--- src/rtl/rr_arbiter_8.sv ---
// Eight-way round-robin arbiter with registered one-hot grant and grant index.
// Optional per-tenure hold limit compiled in with `define ARB_HOLD_LIMIT_EN.
module rr_arbiter_8 #(
  parameter int unsigned MAX_HOLD = 8
) (
  input  logic       clk_i,
  input  logic       rst_n_i,
  input  logic       en_i,
  input  logic [7:0] req_i,
  output logic [7:0] gnt_o,
  output logic [2:0] gnt_idx_o,
  output logic       gnt_valid_o,
  output logic       preempt_o
);

  typedef enum logic {IDLE, GRANT} state_e;

  state_e     state_q, state_d;
  logic [2:0] idx_q, idx_d;
  logic [2:0] ptr_q, ptr_d;
  logic [7:0] gnt_q, gnt_d;
  logic       preempt_q, preempt_d;
  logic [2:0] pick;
  logic       found;
  logic       limit_hit;

  if (MAX_HOLD < 1 || MAX_HOLD > 255) begin : g_bad_max_hold
    $error("rr_arbiter_8: MAX_HOLD must be in 1..255");
  end

`ifdef ARB_HOLD_LIMIT_EN
  localparam int unsigned HW = $clog2(MAX_HOLD + 1);
  logic [HW-1:0] hold_q, hold_d;

  // hold_q counts completed grant cycles, so the last allowed cycle sees MAX_HOLD-1
  assign limit_hit = (hold_q == HW'(MAX_HOLD - 1));
`else
  assign limit_hit = 1'b0;
`endif

  // Descending scan so the requester closest to ptr_q wins.
  always_comb begin
    found = 1'b0;
    pick  = ptr_q;
    for (int k = 7; k >= 0; k--) begin
      if (req_i[ptr_q + 3'(k)]) begin
        found = 1'b1;
        pick  = ptr_q + 3'(k);
      end
    end
  end

  always_comb begin
    state_d   = state_q;
    idx_d     = idx_q;
    ptr_d     = ptr_q;
    gnt_d     = gnt_q;
    preempt_d = 1'b0;
`ifdef ARB_HOLD_LIMIT_EN
    hold_d    = hold_q;
`endif
    unique case (state_q)
      IDLE: begin
        gnt_d = 8'h00;
        if (en_i && found) begin
          idx_d   = pick;
          gnt_d   = 8'b1 << pick;
          state_d = GRANT;
`ifdef ARB_HOLD_LIMIT_EN
          hold_d  = '0;
`endif
        end
      end
      GRANT: begin
        if (!en_i || !req_i[idx_q] || limit_hit) begin
          gnt_d     = 8'h00;
          ptr_d     = idx_q + 3'd1;
          state_d   = IDLE;
          preempt_d = en_i && req_i[idx_q];
        end else begin
`ifdef ARB_HOLD_LIMIT_EN
          if (hold_q != '1) hold_d = hold_q + 1'b1;
`endif
        end
      end
      default: state_d = IDLE;
    endcase
  end

  always_ff @(posedge clk_i or negedge rst_n_i) begin
    if (!rst_n_i) begin
      state_q   <= IDLE;
      idx_q     <= 3'd0;
      ptr_q     <= 3'd0;
      gnt_q     <= 8'h00;
      preempt_q <= 1'b0;
    end else begin
      state_q   <= state_d;
      idx_q     <= idx_d;
      ptr_q     <= ptr_d;
      gnt_q     <= gnt_d;
      preempt_q <= preempt_d;
    end
  end

`ifdef ARB_HOLD_LIMIT_EN
  always_ff @(posedge clk_i or negedge rst_n_i) begin
    if (!rst_n_i) hold_q <= '0;
    else          hold_q <= hold_d;
  end
`endif

  assign gnt_o       = gnt_q;
  assign gnt_idx_o   = idx_q;
  assign gnt_valid_o = |gnt_q;
  assign preempt_o   = preempt_q;

endmodule

--- config.mk ---
export PLATFORM = sky130hd
export DESIGN_NAME = rr_arbiter_8
export DESIGN_NICKNAME = d
export VERILOG_FILES = /design/src/rtl/rr_arbiter_8.sv
export SDC_FILE = /design/constraint.sdc
export NUM_CORES = 1
export LEC_CHECK = 0
export CELL_PAD_IN_SITES_DETAIL_PLACEMENT = 0
export CELL_PAD_IN_SITES_GLOBAL_PLACEMENT = 2
export CORE_MARGIN = 2
export CORE_UTILIZATION = 31
export DETAILED_ROUTE_END_ITERATION = 16
export HOLD_SLACK_MARGIN = 0.1
export PLACE_DENSITY_LB_ADDON = 0.1
export SYNTH_ARGS = -nofsm -noshare
export SYNTH_HDL_FRONTEND = slang
export SYNTH_SLANG_ARGS = --single-unit
--- constraint.sdc ---
create_clock -name clk_i -period 2.9 [get_ports clk_i]
set_input_delay 0.58 -clock clk_i [delete_from_list [all_inputs] [get_ports clk_i]]
set_output_delay 0.58 -clock clk_i [all_outputs]
set_load 0.01 [all_outputs]
==> results by group <==
Hold path
  – Hold Path Class: flip-flop to flip-flop

Global routing
  – Global-route wire length before repair: 7500 µm
  – Total global routing track utilization: 17.7%
  – Vias in the first global route: 1,457
  – Largest net degree at the start of global routing: 16
  – Initial antenna violation count: 0
  – GRT Residual Overflow: 0

Cells and area
  – Ant. Diodes: 0
  – Multi-input gate area: approximately 1100 µm²
  – Most frequent cells in the layout: buf_4 (24), dfrtp_1 (15), clkdlybuf4s50_1 (14), nand2_1 (13)
  – Sequential cell area: 375 µm²
  – Filler cell count in the final layout: 490
  – Area Overhead vs Synth: 33.0%
  – Fraction of layout cells with a size suffix above 1: 32.6%
  – Design area: 2040 µm²
  – Fin nets: 208
  – Most common cell after layout, fill and taps aside: buf_4

CTS
  – CTS tree: yes
  – Hold Buf Count CTS: 0
  – Worst skew pair latency: 0.25 ns
  – Worst-path clk slew: 0.06 ns
  – Root buf cell: clkbuf_8
  – CTS H-tree lvls: 1
  – Sink Count: 15
  – Bufs on Longest Clock Path: 2
  – CTS Buf Count: 3

Worst setup path
  – CP Buf/Inv Count: 4
  – CP max stage cell: dfrtp_1
  – Crit-path most repeated cell: buf_4
  – CP arrival: 2.92 ns
  – CP top delay family: multiplexers
  – Critical path class: flip-flop to flip-flop
  – Crit path capture type: flip-flop
  – Max FO, Critical Path: 9
  – Max incr delay on CP: 0.36 ns
  – Crit-path cells: clkinv_2, ha_4, buf_4, mux4_2, buf_4, mux2_2, a21oi_1, a31oi_1, o211ai_1, a22oi_2, buf_4, mux2_2
  – Critical Path RT: 3.03 ns
  – CP Launch Type: flip-flop

STA
  – Max_slew headroom: 51.1%
  – Final setup viols: 0
  – Final Cycle Share: 96.3%
  – Tmin final: approximately 2.8 ns
  – Clk_skew: 0.00287 ns
  – Slew Viols, Final: 0
  – Slew @ Worst Pin: 0.731 ns
  – Fmax: 0.358 GHz
  – Hold WS: 0.524 ns
  – RSZ-0062 raised after global routing: no
  – Final hold vios: 0

Synthesis
  – Largest cells by area after synthesis: dfrtp_1 (24%), mux4_2 (15%), mux2_2 (8.8%)
  – Number of synthesized flops with an enable pin: 0
  – Main flop type after synthesis: dfrtp_1
  – Post-synthesis instance area: 1530 µm²
  – Syn Area/Cell: roughly 10 µm²
  – Synth cell types: 46
  – Post-Syn Nets: 165
  – Syn Inst Count: 151
  – Syn. warnings: 0
  – Sequential fraction of the synthesis area: 24.5%
  – Top cell type's share of synthesized area: 24.5%
  – Number of synthesized register bits: 15
  – FFs w/ async S/R, synth: 100%
  – Synth area leader: dfrtp_1

Floorplan
  – Core Box Area: 4750 µm²
  – Starting Density: between 30% and 40%
  – Row count: 25
  – I/O Pins: 24
  – Die Height: 74.3 µm
  – Die area: roughly 5500 µm²
  – Chip width: 74.3 µm

Routing
  – Final ANT Viol Nets: 0
  – Total routed wirelength: about 4600 µm
  – # DRC: 0
  – Iter 0 DRT Violations: 103
  – Via count: 1,440
  – Via/cell ratio: 5.54
  – Routed wire per std cell: 17.7 µm
  – Total iterations of the first detailed-routing run: 4

Flow run
  – Max-cap violation count: 0

Placement
  – DP Area: 1960 µm²
  – Gp weighted congestion: 0.939
  – Post-DP HPWL: 3640 µm
  – # port buffers: 22

Outcome
  – Status: complete, no violations
[worst register-to-register path, stage by stage (launching register included)]
cell and delay, ns:
dfrtp_1 0.36, clkinv_2 0.08, ha_4 0.28, buf_4 0.16
mux4_2 0.36, buf_4 0.17, mux2_2 0.29, a21oi_1 0.13
a31oi_1 0.12, o211ai_1 0.21, a22oi_2 0.07, buf_4 0.18
mux2_2 0.26
[path summary, 6_finish.rpt]
kind	from	endpoint	slack, ns	cells past startpoint
setup / recovery	ptr_q[0]	gnt_idx_o[2]	0.11	12
hold / removal	gnt_o[2]	gnt_o[2]	0.52	2
max in group asynchronous	rst_n_i	gnt_o[7]	1.67	1
setup reg to reg	ptr_q[0]	gnt_idx_o[2]	0.11	12
hold reg to reg	gnt_o[2]	gnt_o[2]	0.52	2
min in group asynchronous	rst_n_i	gnt_o[2]	0.77	1
[flip-flops by register name, indices dropped and copies added (netlist names)]
| signal | cells |
|---|---|
| gnt_o | 8 |
| state_q | 1 |
| gnt_idx_o | 3 |
| ptr_q | 3 |
[through the flow]
stage,utilization (%),instances,setup TNS [ns],setup slack (ns)
6_report,42.9,260,0,0.109
5_1_grt,42.9,260,0,0.000738
4_1_cts,42.2,259,0,0.0350
3_5_place_dp,41.2,255,-3.79,-0.442
3_3_place_gp,41.2,255,-3.42,-0.396
2_1_floorplan,-,151,0,0.00550
[cell usage after synthesis, types with 2 or more instances]
cell / count
dfrtp_1: 15
nand2_1: 13
mux2_2: 12
mux4_2: 10
a21oi_1: 8
mux2i_1: 8
nor2_1: 7
o21ai_0: 6
a22oi_1: 5
inv_1: 5
a32o_1: 4
nor4_1: 4
o31ai_1: 4
xor2_1: 4
and3_1: 3
ha_1: 3
xnor2_1: 3
a31oi_1: 2
buf_2: 2
buf_4: 2
buf_6: 2
clkinv_1: 2
mux4_1: 2
nand3_1: 2
o21ai_1: 2
[layout make-up]
| cell class | count | share of cell area, % |
|---|---|---|
| flip-flops and latches | 15 | 18.4 |
| well taps | 67 | 4.11 |
| inverters | 7 | 1.35 |
| clock buffers | 4 | 2.21 |
| multi-input cells | 121 | 54.8 |
| repair buffers | 46 | 19.1 |
[cell families after synthesis]
group | after synthesis | synth area share (%)
adder cells (fa/ha/maj) | 3 | 2.45
buffers and inverters | 15 | 5.30
flip-flops | 15 | 24.5
AO/OA/AOI/OAI | 41 | 18.8
multiplexers | 33 | 33.1
AND/OR/NAND/NOR | 36 | 11.6
other | 1 | 0.244
XOR/XNOR | 7 | 4.00
[timing repair]
| action | CTS | global route |
|---|---|---|
| setup buffers | 0 | 1 |
| pin swaps | 3 | 3 |
| gates resized for setup | 12 | 6 |
| setup endpoints to repair | 10 | 9 |
[routing by layer]
layer,GRT usage [%],wire length [µm],vias to the layer above
li1,-,-,673
met4,1.59,0,0
met3,3.25,253,0
met2,27.8,2190,51
met1,26.6,2150,716
met5,0,0,-
Power is not shown: default switching activity piles up to over one toggle a cycle in this logic, so the estimate is an artifact.
